File: src/rtl/csr_trap_ctrl_pkg.sv
// ---------------------------------------------------------------------------
// csr_trap_ctrl_pkg
// Shared machine-mode CSR addresses, trap cause codes and mstatus rewrite
// helpers for the trap/return sequencer (csr_trap_ctrl).
// ---------------------------------------------------------------------------
package csr_trap_ctrl_pkg;

    // Machine-mode CSR addresses
    localparam logic [11:0] CSR_MSTATUS = 12'h300;
    localparam logic [11:0] CSR_MIE     = 12'h304;
    localparam logic [11:0] CSR_MTVEC   = 12'h305;
    localparam logic [11:0] CSR_MEPC    = 12'h341;
    localparam logic [11:0] CSR_MCAUSE  = 12'h342;

    // mcause values (bit 31 marks an interrupt)
    localparam logic [31:0] CAUSE_ECALL   = 32'd11;
    localparam logic [31:0] CAUSE_EBREAK  = 32'd3;
    localparam logic [31:0] CAUSE_EXT_INT = 32'h8000_000B;

    // mstatus field positions
    localparam int MSTATUS_MIE  = 3;
    localparam int MSTATUS_MPIE = 7;

    // Trap entry: save MIE into MPIE, disable interrupts, MPP = machine.
    function automatic logic [31:0] trap_mstatus(input logic [31:0] s);
        logic [31:0] r;
        r               = s;
        r[MSTATUS_MPIE] = s[MSTATUS_MIE];
        r[MSTATUS_MIE]  = 1'b0;
        r[12:11]        = 2'b11;
        return r;
    endfunction

    // Trap return: restore MIE from MPIE, set MPIE.
    function automatic logic [31:0] mret_mstatus(input logic [31:0] s);
        logic [31:0] r;
        r               = s;
        r[MSTATUS_MIE]  = s[MSTATUS_MPIE];
        r[MSTATUS_MPIE] = 1'b1;
        return r;
    endfunction

endpackage

File: src/rtl/csr_trap_ctrl.sv
// ---------------------------------------------------------------------------
// csr_trap_ctrl
// Sequences machine-mode trap entry (ecall / ebreak / external interrupt) and
// trap return (mret) as a series of CSR writes followed by a PC redirect.
// The wb-stage CSR write always wins the shared write port; the sequencer
// simply waits a cycle whenever it is pre-empted.
//
// Ports
//   clk, rst                 clock, synchronous active-high reset
//   int_req_i                level external interrupt request
//   ex_ecall_i/ebreak_i/mret_i  decoded ex-stage instruction
//   ex_pc_i                  pc of the ex-stage instruction
//   csr_mstatus/mie/mtvec/mepc_i  current CSR contents
//   wb_csr_we/waddr/wdata_i  CSR write from wb stage
//   csr_we/waddr/wdata_o     merged CSR write port
//   hold_o                   pipeline stall
//   flush_o                  flush if/id/ex
//   jump_o, jump_addr_o      pc redirect
// ---------------------------------------------------------------------------
module csr_trap_ctrl
    import csr_trap_ctrl_pkg::*;
#(
    parameter int EXT_INT_BIT = 11
) (
    input  logic        clk,
    input  logic        rst,
    input  logic        int_req_i,
    input  logic        ex_ecall_i,
    input  logic        ex_ebreak_i,
    input  logic        ex_mret_i,
    input  logic [31:0] ex_pc_i,
    input  logic [31:0] csr_mstatus_i,
    input  logic [31:0] csr_mie_i,
    input  logic [31:0] csr_mtvec_i,
    input  logic [31:0] csr_mepc_i,
    input  logic        wb_csr_we_i,
    input  logic [11:0] wb_csr_waddr_i,
    input  logic [31:0] wb_csr_wdata_i,
    output logic        csr_we_o,
    output logic [11:0] csr_waddr_o,
    output logic [31:0] csr_wdata_o,
    output logic        hold_o,
    output logic        flush_o,
    output logic        jump_o,
    output logic [31:0] jump_addr_o
);

    typedef enum logic [2:0] {
        IDLE,
        W_MEPC,
        W_MSTATUS,
        W_MCAUSE,
        W_MRET,
        JUMP
    } state_t;

    state_t      state_q;
    logic [31:0] epc_q;
    logic [31:0] cause_q;
    logic [31:0] target_q;

    logic        trap_ev;
    logic        int_ev;
    logic        accept;
    logic        fsm_we;
    logic [11:0] fsm_waddr;
    logic [31:0] fsm_wdata;

    // Only the MIE enable bit and the aligned mtvec base are consumed.
    logic        unused_bits;
    assign unused_bits = ^{csr_mie_i, csr_mtvec_i[1:0]};

    always_comb begin
        // NOTE: every combinational output gets a default first so no path
        // leaves it unassigned and infers a latch.
        fsm_we    = 1'b0;
        fsm_waddr = '0;
        fsm_wdata = '0;

        trap_ev = ex_ecall_i | ex_ebreak_i;
        int_ev  = int_req_i & csr_mstatus_i[MSTATUS_MIE] & csr_mie_i[EXT_INT_BIT];
        accept  = (state_q == IDLE) && (trap_ev || ex_mret_i || int_ev);

        case (state_q)
            W_MEPC: begin
                fsm_we    = 1'b1;
                fsm_waddr = CSR_MEPC;
                fsm_wdata = epc_q;
            end
            W_MSTATUS: begin
                fsm_we    = 1'b1;
                fsm_waddr = CSR_MSTATUS;
                fsm_wdata = trap_mstatus(csr_mstatus_i);
            end
            W_MCAUSE: begin
                fsm_we    = 1'b1;
                fsm_waddr = CSR_MCAUSE;
                fsm_wdata = cause_q;
            end
            W_MRET: begin
                fsm_we    = 1'b1;
                fsm_waddr = CSR_MSTATUS;
                fsm_wdata = mret_mstatus(csr_mstatus_i);
            end
            default: ;
        endcase

        // Outputs: everything forced low during reset; wb wins the port.
        csr_we_o    = 1'b0;
        csr_waddr_o = '0;
        csr_wdata_o = '0;
        hold_o      = 1'b0;
        flush_o     = 1'b0;
        jump_o      = 1'b0;
        jump_addr_o = '0;
        if (!rst) begin
            if (wb_csr_we_i) begin
                csr_we_o    = 1'b1;
                csr_waddr_o = wb_csr_waddr_i;
                csr_wdata_o = wb_csr_wdata_i;
            end else if (fsm_we) begin
                csr_we_o    = 1'b1;
                csr_waddr_o = fsm_waddr;
                csr_wdata_o = fsm_wdata;
            end
            hold_o = accept || (state_q != IDLE);
            if (state_q == JUMP) begin
                flush_o     = 1'b1;
                jump_o      = 1'b1;
                jump_addr_o = target_q;
            end
        end
    end

    always_ff @(posedge clk) begin
        // NOTE: sequential state uses non-blocking assignments so every
        // register samples pre-edge values regardless of statement order.
        if (rst) begin
            // NOTE: all state, including the latched epc/cause/target, is
            // cleared so an aborted sequence leaves nothing behind.
            state_q  <= IDLE;
            epc_q    <= '0;
            cause_q  <= '0;
            target_q <= '0;
        end else begin
            case (state_q)
                IDLE: begin
                    if (accept) begin
                        epc_q <= ex_pc_i;
                        if (trap_ev) begin
                            cause_q <= ex_ecall_i ? CAUSE_ECALL : CAUSE_EBREAK;
                            state_q <= W_MEPC;
                        end else if (ex_mret_i) begin
                            state_q <= W_MRET;
                        end else begin
                            cause_q <= CAUSE_EXT_INT;
                            state_q <= W_MEPC;
                        end
                    end
                end
                // Write states advance only when the port was actually ours.
                W_MEPC: if (!wb_csr_we_i) state_q <= W_MSTATUS;
                W_MSTATUS: if (!wb_csr_we_i) state_q <= W_MCAUSE;
                W_MCAUSE: begin
                    if (!wb_csr_we_i) begin
                        target_q <= {csr_mtvec_i[31:2], 2'b00};
                        state_q  <= JUMP;
                    end
                end
                W_MRET: begin
                    if (!wb_csr_we_i) begin
                        target_q <= csr_mepc_i;
                        state_q  <= JUMP;
                    end
                end
                JUMP: state_q <= IDLE;
                default: state_q <= IDLE;
            endcase
        end
    end

endmodule
File: config.mk
export PLATFORM = sky130hd
export DESIGN_NAME = csr_trap_ctrl
export DESIGN_NICKNAME = d
export VERILOG_FILES = /design/src/rtl/csr_trap_ctrl_pkg.sv /design/src/rtl/csr_trap_ctrl.sv
export SDC_FILE = /design/constraint.sdc
export NUM_CORES = 1
export LEC_CHECK = 0
export ABC_AREA = 1
export BUFFER_PORTS_ARGS = -buffer_cell sky130_fd_sc_hd__clkbuf_2
export CORE_ASPECT_RATIO = 0.5
export CORE_UTILIZATION = 39
export CTS_BUF_LIST = sky130_fd_sc_hd__clkbuf_4
export DETAILED_ROUTE_END_ITERATION = 10
export MAX_ROUTING_LAYER = met4
export PLACE_DENSITY = 0.77
export SYNTH_ARGS = -nofsm -noshare
export SYNTH_HDL_FRONTEND = slang
export SYNTH_SLANG_ARGS = --single-unit
File: constraint.sdc
create_clock -name clk -period 3 [get_ports clk]
set_clock_uncertainty 0.05 [all_clocks]
set_input_delay 0.15 -clock clk [delete_from_list [all_inputs] [get_ports clk]]
set_output_delay 0.15 -clock clk [all_outputs]
set_load 0.005 [all_outputs]
### Word-level counts from Yosys, hierarchy flattened

Index checks and enable logic that the tools add are counted.

| word-level totals | value |
|---|---|
| bits in registers | 99 |
| input bits | 211 |
| output and inout bits | 80 |
| word-level logic and storage cells | 63 |

| cells by class | value |
|---|---|
| equal/unequal tests | 12 |
| mux-type cells | 30 |
| bitwise operators | 3 |
| reductions and logical operators | 14 |

Operator list:

| operator | number |
|---|---|
| two-way mux 32 bit | 9 |
| one-hot mux 32 bit (4 select lines) | 1 |
| one-hot mux 32 bit (2 select lines) | 1 |
| two-way mux 12 bit | 3 |
| one-hot mux 10 bit (3 select lines) | 1 |
| two-way mux 3 bit | 6 |
| inequality test 2 bit (second input constant) | 6 |
| one-hot mux 3 bit (4 select lines) | 1 |
| two-way mux 1 bit | 7 |
| == test 3 x 2 -> 1 bit (second input constant) | 2 |
| == test 3 bit (second input constant) | 2 |
| AND reduction 3 bit | 2 |
| two-way mux 4 bit | 1 |
| AND reduction 4 bit | 1 |
| OR reduction 2 bit | 2 |
| OR reduction 4 bit | 1 |
| == test 3 x 1 -> 1 bit (second input constant) | 1 |
| zero test 3 bit | 1 |
| logical OR 1 bit | 3 |
| nonzero test 3 bit | 1 |
| AND 1 bit | 2 |
| inequality test 2 x 1 -> 1 bit (second input constant) | 1 |
| AND reduction 2 bit | 1 |
| nonzero test 2 bit | 1 |
| other kinds (2) | 2 |

### Depth between registers and ports, before layout

Gate-level depths: netlist of run 1.

| depth | value |
|---|---|
| depth after elaboration | 6 |
| mapped depth | 9 |
| gate-level depth less buffers | 8 |

### Least setup slack after synthesis of run 1

OpenSTA, ideal clock, no wires.

| path | value |
|---|---|
| path type | register to output |
| start | reg state_q[0] |
| end | out jump_o |
| arrival | 1.181 ns |
| required time | 2.800 ns |
| setup slack | 1.619 ns |
| cell stages (with the launch flop) | 7 |
| buffers on the path | 2 |
| cells stage by stage | dfxtp_1 > inv_1 > nor3_1 > nand2_1 > clkbuf_1 > inv_1 > buf_4 |

| on the way | value |
|---|---|
| longest elaborated chain between the ends | 3 |

Ends and longest elaborated chain:

| item | RTL line | text |
|---|---|---|
| start: declaration | csr_trap_ctrl.sv:57 | `state_t state_q;` |
| start signal: assignment | csr_trap_ctrl.sv:141 | `state_q <= IDLE;` |
| start signal: assignment | csr_trap_ctrl.sv:152 | `state_q <= W_MEPC;` |
| start signal: assignment | csr_trap_ctrl.sv:154 | `state_q <= W_MRET;` |
| == test 3 bit | csr_trap_ctrl.sv:127 | `if (state_q == JUMP) begin` |
| two-way mux 1 bit (2 in a row) | n/a |  |
| end: declaration | csr_trap_ctrl.sv:44 | `output logic jump_o,` |

Every way passes these cells.

### Final worst setup path of run 1

| path | value |
|---|---|
| start | reg state_q[0] |
| end | out csr_wdata_o[6] |

| on the way | value |
|---|---|
| longest elaborated chain between the ends | 6 |
| elaborated cells on any way between the ends | 10 |
| classes of those cells | eq/ne (4); mux (5); reduce/logical (1) |

Ends and longest elaborated chain:

| item | RTL line | text |
|---|---|---|
| == test 3 bit (tied with other cells) | csr_trap_ctrl.sv:84 | `case (state_q)` |
| OR reduction 4 bit (no source line) | n/a |  |
| two-way mux 1 bit | csr_trap_ctrl.sv:84 |  |
| two-way mux 32 bit (*) | csr_trap_ctrl.sv:121 | `end else if (fsm_we) begin` |
| two-way mux 32 bit (*) | csr_trap_ctrl.sv:117 | `if (wb_csr_we_i) begin` |
| two-way mux 32 bit (*) | csr_trap_ctrl.sv:116 | `if (!rst) begin` |
| end: declaration | csr_trap_ctrl.sv:41 | `output logic [31:0] csr_wdata_o,` |

Mark *: on every way between the ends. The rest lies on a longest branch, timed or not.

==> results.json, run 1 <==
{
  "firstDrtPassIters": 4,
  "required_ps": 2800,
  "worst_slew_pin_slew_ps": 681.7,
  "grt_max_degree": 63,
  "synth-simple-area-share_pct": 30.10,
  "die_x_um": 145.9,
  "ys_ff_latch": 70,
  "htreeDepth": 3,
  "post-route-min-period_ps": 2444,
  "gr-usage-all-layers_pct": 24.69,
  "ant_nets": 0,
  "synth_compound_area_share_pct": 23.37,
  "vias_per_cell": 4.811,
  "gp_congestion": 0.8431,
  "startpoint_type": "register",
  "drive_gt1_share_pct": 32.78,
  "cts_buffer_depth": 2,
  "hold_viol_final": 0,
  "grt_pass1_vias": 4495,
  "ys_async_sr_fraction_pct": 0,
  "avgSynthCellArea_um2": 6.346,
  "synth_fp_nets": 847,
  "fillers": 956,
  "post-route-period-util_pct": 81.47,
  "ys_warn_count": 0,
  "nets": 1115,
  "portBuffers": 257,
  "drt-initial-drc-count": 231,
  "seq_area_um2": 1401,
  "ir_worst_vdd_mv": 0.3461,
  "clock_latency_ps": 400,
  "remaining_drc_errors": 0,
  "vias": 5023,
  "critical_path.max_fanout": 34,
  "num_rows": 25,
  "worstHoldPathType": "primary input to register",
  "io_pins": 291,
  "clkSlewWorstSetupHoldPaths_ps": 110,
  "grt_first_pass_wirelength_um": 20660,
  "grtUsageMet3_pct": 6.626,
  "fmax_mhz": 409.1,
  "busiest_layer": "met2",
  "overflow": 0,
  "power_density_nw_per_um2": 596.0,
  "post-cts-setup-buffers": 0,
  "drv_cap": 0,
  "cts_buffers": 9,
  "fp.dieH_um": 73.94,
  "synthXorXnorAreaFrac_pct": 0,
  "worstSetupEndpointType": "output pin",
  "netlist_instances": 636,
  "gr-usage-met2_pct": 44.34,
  "tns_ps": 0,
  "dp_hpwl_um": 9012,
  "setup_viol": 0,
  "leakage_nw": 2.902,
  "slew_headroom_pct": 54.39,
  "synthAdderAreaFrac_pct": 0,
  "met1_usage_pct": 28.09,
  "path_class": "register to output pin",
  "cts_sinks": 70,
  "drt-total-wl_um": 13100,
  "cp.arrival_ps": 2240,
  "drv_slew": 0,
  "status": "finished, final reports clean",
  "start_util_pct": 41.49,
  "timing.final.ws_setup_ps": 555.8,
  "coreArea_um2": 9728,
  "wl_per_cell_um": 12.55,
  "areaGrowthSynthToFinish_pct": 44.70,
  "rsz0062_at_grt": "false",
  "dp_slack_ps": 759.7,
  "multi_input_area_um2": 2168,
  "die_area_um2": 10780,
  "synth_edf_count": 0,
  "cts_root_buffer": "clkbuf_4",
  "syn_area_um2": 4036,
  "synth_mux_area_share_pct": 0,
  "insertedDiodeCount": 0,
  "synth_top_family_by_area": "simple AND/OR/NAND/NOR gates",
  "synth-main-ff-cell": "dfxtp_1",
  "synth.distinct_cells": 26,
  "ys_seq_area_share_pct": 34.72,
  "antenna_found_initial": 0,
  "cts_tree": "yes"
}
cell usage after synthesis, types with 3 or more instances:
cell type | count | area share, %
a21oi_1 | 75 | 9.3
o21ai_1 | 47 | 5.8
nand2_4 | 3 | 0.84
nand2_1 | 193 | 18
dfxtp_1 | 70 | 35
inv_1 | 47 | 4.4
o21ai_0 | 25 | 3.1
inv_2 | 3 | 0.28
buf_6 | 5 | 1.4
nor2_1 | 50 | 4.6
a22oi_1 | 25 | 4.6
buf_4 | 13 | 2.4
clkbuf_1 | 13 | 1.2
nand3_2 | 4 | 0.99
buf_2 | 15 | 1.9
nand3_1 | 36 | 4.5
report_power, final:
group	internal [W]	switching [W]
clock network	0.000346	0.000343
logic	0.000551	0.000959
registers	0.00117	0.000115
total	0.00207	0.00142
worst max-delay path, cell delays in order, from the launching register on:
cell and delay (ps):
dfxtp_1 390, nor2_1 150, nand2_2 270, nand3_2 220, nand3_4 320, o21ai_0 310, clkbuf_2 150
layer usage:
metal | vias to the layer above | routed length (µm)
met5 | - | 0
met3 | 10 | 728
met1 | 2255 | 5777
li1 | 2607 | -
met4 | 0 | 89
met2 | 151 | 6505
flip-flops by register name, indices dropped and copies added (netlist names):
register,cells
cause_q,3
epc_q,32
state_q,3
target_q,32
kinds of logic after synthesis:
logic type             Yosys count
AO/OA/AOI/OAI                  175
buffers and inverters           98
flip-flops                      70
AND/OR/NAND/NOR                293
stage by stage:
stage | utilization [%] | hold WS, ps | power [W] | instances | cell area (µm²)
floorplan | - | 264.6 | 0.002412 | 636 | 4036
global placement | 54.39 | 356.7 | 0.002726 | 990 | 5291
detailed placement | 54.39 | 362.6 | 0.002762 | 990 | 5291
CTS | 59.96 | 0.3258 | 0.003500 | 1044 | 5833
global route | 60.04 | 10.32 | 0.003776 | 1044 | 5841
finish | 60.04 | 37.32 | 0.003481 | 1044 | 5841
final timing paths:
kind	start	endpoint	slack, ps	cells past startpoint
setup / recovery	state_q[0]	csr_wdata_o[6]	560	6
hold reg to reg	target_q[14]	target_q[14]	410	2
setup reg to reg	state_q[0]	target_q[20]	710	8
hold / removal	csr_mepc_i[7]	target_q[7]	40	5
layout make-up:
| cell class | count | share of cell area, % |
|---|---|---|
| multi-input combinational | 468 | 37.13 |
| timing repair buffer | 304 | 29.91 |
| sequential | 70 | 23.99 |
| inverter | 51 | 3.320 |
| tap | 135 | 2.892 |
| clock inverter | 6 | 1.478 |
| clock buffer | 10 | 1.285 |
placed cells by master, fill, tap and decap left out:
| cell | n |
|---|---|
| clkbuf_2 | 257 |
| nand2_1 | 193 |
| a21oi_1 | 75 |
| dfxtp_1 | 70 |
| nor2_1 | 49 |
| inv_1 | 47 |
| o21ai_1 | 47 |
| dlygate4sd3_1 | 38 |
| nand3_1 | 36 |
| o21ai_0 | 25 |
| a22oi_1 | 25 |
| clkbuf_4 | 10 |
| buf_4 | 8 |
| inv_2 | 3 |
| nand3_2 | 3 |
| nand2_4 | 3 |
| nand2_2 | 2 |
| nor2_2 | 2 |
| o22ai_1 | 2 |
| clkinv_2 | 2 |
| bufinv_16 | 2 |
| nand3_4 | 1 |
| nand4_1 | 1 |
| inv_4 | 1 |
| nor3_1 | 1 |
| nor2_4 | 1 |
| nand3b_1 | 1 |
| o21a_1 | 1 |
| clkinvlp_4 | 1 |
| clkinv_4 | 1 |
| buf_12 | 1 |
repair_timing:
item,CTS,global route
setup endpoints to repair,0,6
gates resized for setup,0,1
endpoints found under the hold margin,37,0
hold buffers,38,0
Note: power is estimated with default switching activity, not from simulation.
==> run 2: changes to the inputs <==
--- a/config.mk
+++ b/config.mk
@@ -8,11 +8,11 @@
 export ABC_AREA = 1
 export BUFFER_PORTS_ARGS = -buffer_cell sky130_fd_sc_hd__clkbuf_2
 export CORE_ASPECT_RATIO = 0.5
-export CORE_UTILIZATION = 39
+export CORE_UTILIZATION = 38
 export CTS_BUF_LIST = sky130_fd_sc_hd__clkbuf_4
 export DETAILED_ROUTE_END_ITERATION = 10
 export MAX_ROUTING_LAYER = met4
-export PLACE_DENSITY = 0.77
+export PLACE_DENSITY = 0.79
 export SYNTH_ARGS = -nofsm -noshare
 export SYNTH_HDL_FRONTEND = slang
 export SYNTH_SLANG_ARGS = --single-unit
==> constraint.sdc (replaced) <==
create_clock -name clk -period 2.1 [get_ports clk]
set_clock_uncertainty 0.05 [all_clocks]
set_input_delay 0.105 -clock clk [delete_from_list [all_inputs] [get_ports clk]]
set_output_delay 0.105 -clock clk [all_outputs]
set_load 0.005 [all_outputs]
==> results.json, run 2 (synthesis results as in run 1) <==
{
  "dp_hpwl_um": 9158,
  "drive_gt1_share_pct": 32.44,
  "power_density_nw_per_um2": 808.1,
  "critPathSlowestCell": "dfxtp_4",
  "rsz0062_at_grt": "true",
  "fmax_mhz": 502.3,
  "critical_path.max_fanout": 34,
  "wl_per_cell_um": 13.31,
  "multi_input_area_um2": 2191,
  "setup.worst_path.start": "state_q[0]",
  "slew_headroom_pct": 70.20,
  "cts_buffers": 9,
  "post-route-min-period_ps": 1991,
  "firstDrtPassIters": 5,
  "portBuffers": 257,
  "hold_slack_ps": 36.03,
  "htreeDepth": 3,
  "overflow": 0,
  "dp.cells": 1001,
  "cpMostUsedCell": "nand3_2",
  "num_rows": 26,
  "io_pins": 291,
  "cp.arrival_ps": 1840,
  "largestRegisters": "epc_q: 32 flops, target_q: 32 flops",
  "ant_nets": 0,
  "drv_cap": 0,
  "areaGrowthSynthToFinish_pct": 62.18,
  "worstHoldPathType": "primary input to register",
  "ir_worst_vdd_mv": 0.4028,
  "fillers": 848,
  "gp_congestion": 0.8311,
  "grt_max_degree": 42,
  "finish.utilization_pct": 63.68,
  "cp_cell_sequence": "nor2_2, nand2_4, nand3_2, nand3_2, buf_12, o21ai_1, clkbuf_2",
  "die_x_um": 147.8,
  "vias": 5480,
  "cts_buffer_depth": 2,
  "dp_slack_ps": 203.0,
  "setup_viol": 0,
  "cts_root_buffer": "clkbuf_4",
  "leakage_nw": 3.201,
  "crit-reg2reg-launch": "state_q[1]",
  "hp-start": "csr_mtvec_i[21]",
  "startpoint_type": "register",
  "cts_tree": "yes",
  "cts_sinks": 70,
  "seq_area_um2": 1410,
  "drv_slew": 0,
  "fp.dieH_um": 74.88,
  "final_cell_count_no_fill": 1115,
  "antenna_found_initial": 1,
  "die_area_um2": 11060,
  "fin_total_pwr_w": 0.005290,
  "final_cell_mix": "clkbuf_2, nand2_1, dlygate4sd3_1",
  "timing.final.ws_setup_ps": 109.2,
  "grt_first_pass_wirelength_um": 21150,
  "worstSetupEndpointType": "output pin",
  "gr-usage-all-layers_pct": 25.06,
  "hold_viol_final": 0,
  "start_util_pct": 39.26,
  "required_ps": 1950,
  "path_class": "register to output pin",
  "nets": 1180,
  "coreArea_um2": 10280,
  "clkSlewWorstSetupHoldPaths_ps": 120,
  "clock_latency_ps": 410,
  "worst_slew_pin_slew_ps": 447.0,
  "remaining_drc_errors": 0,
  "drt-initial-drc-count": 352,
  "status": "finished, final reports clean",
  "final_common_cell": "clkbuf_2",
  "crit_path_max_incr_delay_ps": 390,
  "drt-total-wl_um": 14840,
  "grt_pass1_vias": 4639,
  "vias_per_cell": 4.915,
  "post-route-period-util_pct": 94.80
}
run 2: per-stage QoR:
stage          instance area [µm²]  TNS [ps]
4_1_cts                       6450         0
6_report                      6546         0
3_3_place_gp                  5355         0
5_1_grt                       6546    -59.52
2_1_floorplan                 4036         0
3_5_place_dp                  5355         0
run 2: timing repair:
item                                   4_1_cts  5_1_grt
hold buffers                                91        0
buffers inserted                             2        2
endpoints found under the hold margin       64        0
resized for setup                            7       21
pin swaps                                    1        2
setup endpoints to repair                   34       68
gates cloned                                 0        2
run 2: where the power goes:
| part | switching, W | internal, W |
|---|---|---|
| logic | 0.00150 | 0.00108 |
| registers | 0.000174 | 0.00168 |
| clock network | 0.000483 | 0.000371 |
| total | 0.00216 | 0.00313 |
run 2: path summary, 6_finish.rpt:
check	endpoint	slack, ps	cells after the start
min reg2reg	epc_q[11]	410	2
max	csr_wdata_o[13]	110	7
max reg2reg	target_q[28]	120	9
min	target_q[21]	40	5
run 2: critical path, delay by kind of cell (launching register included):
| family | cells | cell delay, ps |
|---|---|---|
| AND/OR/NAND/NOR | 4 | 500 |
| AO/OA/AOI/OAI | 1 | 180 |
| buffers and inverters | 2 | 340 |
| flip-flops | 1 | 390 |
run 2: layout make-up:
class                      count  area share, %
timing repair inverter         1         0.1338
tap                          140          2.676
clock buffer                  10          1.147
inverter                      51          3.154
antenna                        1        0.03823
clock inverter                 6         0.9557
multi-input combinational    468          33.47
sequential                    70          21.54
timing repair buffer         368          36.89
run 2: per-layer routing:
| metal | GRT usage (%) | vias up | part of all wire (%) |
|---|---|---|---|
| li1 | - | 2740 | - |
| met1 | 27.04 | 2466 | 41 |
| met5 | - | - | 0 |
| met3 | 4.970 | 34 | 7.0 |
| met2 | 46.65 | 240 | 50 |
| met4 | 9.737 | 0 | 2.3 |
==> run 3: changes to the inputs <==
--- a/config.mk
+++ b/config.mk
@@ -8,11 +8,10 @@
 export ABC_AREA = 1
 export BUFFER_PORTS_ARGS = -buffer_cell sky130_fd_sc_hd__clkbuf_2
 export CORE_ASPECT_RATIO = 0.5
-export CORE_UTILIZATION = 38
-export CTS_BUF_LIST = sky130_fd_sc_hd__clkbuf_4
+export CORE_UTILIZATION = 37
 export DETAILED_ROUTE_END_ITERATION = 10
 export MAX_ROUTING_LAYER = met4
-export PLACE_DENSITY = 0.79
+export PLACE_DENSITY_LB_ADDON = 0.25
 export SYNTH_ARGS = -nofsm -noshare
 export SYNTH_HDL_FRONTEND = slang
 export SYNTH_SLANG_ARGS = --single-unit
==> constraint.sdc (replaced) <==
create_clock -name clk -period 2.1 [get_ports clk]
set_clock_uncertainty 0.05 [all_clocks]
set_input_delay 0.105 -clock clk [delete_from_list [all_inputs] [get_ports clk]]
set_output_delay 0.105 -clock clk [all_outputs]
set_load 0.1 [all_outputs]
==> results.json, run 3 (synthesis results as in run 1) <==
{
  "status": "finished, final reports clean",
  "insertedDiodeCount": 0,
  "htreeDepth": 3,
  "combPwrFrac_pct": 51.5,
  "p_sw_w": 0.002928,
  "vias": 5119,
  "worstSetupEndpointType": "output pin",
  "reg2reg_to": "epc_q[3]",
  "cts_buffers": 9,
  "fmax_mhz": 482.9,
  "antenna_found_initial": 0,
  "clock_latency_ps": 320,
  "portBuffers": 257,
  "path_class": "register to output pin",
  "cts_root_buffer": "clkbuf_16",
  "cts_tree": "yes",
  "final_cell_mix": "nand2_1, clkbuf_2, buf_12",
  "cts_sinks": 70,
  "remaining_drc_errors": 0,
  "start_util_pct": 38.77,
  "setup_viol": 0,
  "pwr-share-seq_pct": 28.4,
  "ir_worst_vdd_mv": 0.6221,
  "gr-usage-all-layers_pct": 23.65,
  "final_common_cell": "nand2_1",
  "switching_share_pct": 44.59,
  "power.internal_w": 0.003639,
  "nets": 1113,
  "post-route-period-util_pct": 98.61,
  "worstHoldPathType": "primary input to register",
  "endpoint": "csr_wdata_o[1]",
  "cts_buffer_depth": 2,
  "slew_headroom_pct": 55.88,
  "drv_cap": 0,
  "multi_input_area_um2": 2419,
  "areaGrowthSynthToFinish_pct": 81.03,
  "setup.worst_path.start": "state_q[0]",
  "grt_first_pass_wirelength_um": 20480,
  "wl_per_cell_um": 13.42,
  "dp_hpwl_um": 9786,
  "grt_max_degree": 63,
  "num_rows": 26,
  "post-route-min-period_ps": 2071,
  "drive_gt1_share_pct": 40.99,
  "cp.arrival_ps": 1920,
  "die_x_um": 149.7,
  "critical_path.max_fanout": 34,
  "die_area_um2": 11360,
  "hold_viol_final": 0,
  "power_frac_clock_pct": 20.1,
  "fp.dieH_um": 75.86,
  "finish.utilization_pct": 70.19,
  "ant_nets": 0,
  "drv_slew": 0,
  "crit-reg2reg-launch": "state_q[0]",
  "clkSlewWorstSetupHoldPaths_ps": 50,
  "r2r_slack_ps": 290,
  "hold_slack_ps": 22.52,
  "firstDrtPassIters": 5,
  "vias_per_cell": 4.899,
  "drt-initial-drc-count": 247,
  "worst_slew_pin_slew_ps": 659.4,
  "coreArea_um2": 10410,
  "overflow": 0,
  "seq_area_um2": 1405,
  "required_ps": 1950,
  "power_density_nw_per_um2": 898.8,
  "gp_congestion": 0.8180,
  "largestRegisters": "epc_q: 32 flops, target_q: 32 flops",
  "drt-total-wl_um": 14020,
  "fillers": 807,
  "rr_worst_depth": 6,
  "leakage_nw": 3.287,
  "startpoint_type": "register",
  "io_pins": 291,
  "grt_pass1_vias": 4459
}
run 3: cell count changes in the layout (fill, tap and decap cells not counted), sizes merged:
cell and change:
buf +68, bufinv -1, clkbuf -72, clkinv -1
clkinvlp -2, diode -1, dlygate4sd3 -60, inv -1
run 3: how the worst min path moves through the flow:
| stage | from | end | slack (ps) | depth (start not counted) |
|---|---|---|---|---|
| 2_1_floorplan | csr_mepc_i[0] | target_q[0] | 220 | 2 |
| 3_3_place_gp | ex_pc_i[17] | epc_q[17] | 310 | 3 |
| 3_5_place_dp | ex_pc_i[17] | epc_q[17] | 320 | 3 |
| 4_1_cts | ex_pc_i[12] | epc_q[12] | 10 | 3 |
| 5_1_grt | ex_pc_i[3] | epc_q[3] | 60 | 3 |
| 6_report | ex_pc_i[11] | epc_q[11] | 20 | 3 |
run 3: area by class of cell:
class	count	share of cell area, %
Timing Repair Buffer	302	39.02
Multi-Input combinational cell	468	33.10
Sequential cell	70	19.23
Clock buffer	12	3.373
Inverter	51	2.740
Tap cell	140	2.397
Clock inverter	2	0.1370
run 3: repair_timing:
action / 4_1_cts / 5_1_grt
setup buffers: 0 / 3
hold buffers: 31 / 0
setup endpoints to repair: 23 / 68
resized for setup: 7 / 22
hold endpoints to repair: 31 / 0
run 3: metal layers:
layer / vias to the layer above / GRT usage [%] / wire length (µm)
met5: - / - / 0
met4: 0 / 6.622 / 123
met3: 14 / 4.192 / 773
met2: 181 / 45.11 / 7410
met1: 2313 / 25.80 / 5712
li1: 2611 / - / -
run 3: critical path, stage by stage, from the launching register on:
cell and delay (ps):
dfxtp_2 370, nor2_2 170, nand2_4 110, nand3_2 120, nand3_2 90, buf_12 180, o21ai_2 270, buf_12 210
run 3: through the flow:
stage                     cell area (µm²)  setup TNS, ps  total power, W  instances  worst slack (ps)
after floorplan                      4184          -6934        0.004185        636            -442.6
after global placement               6583              0        0.004991        997             342.1
after detailed placement             6583              0        0.005072        997             299.8
after CTS                            7182         -294.2        0.006498       1042            -31.25
after global routing                 7307         -12.73        0.006964       1045            -12.73
final                                7307              0        0.006567       1045             29.18
run 3: power groups by stage:
stage          registers [W]  logic (W)  clock network [W]
4_1_cts              0.00184    0.00329            0.00136
6_report             0.00186    0.00338            0.00132
2_1_floorplan        0.00182    0.00237                  0
3_3_place_gp         0.00185    0.00314                  0
3_5_place_dp         0.00187    0.00321                  0
5_1_grt              0.00190    0.00366            0.00141
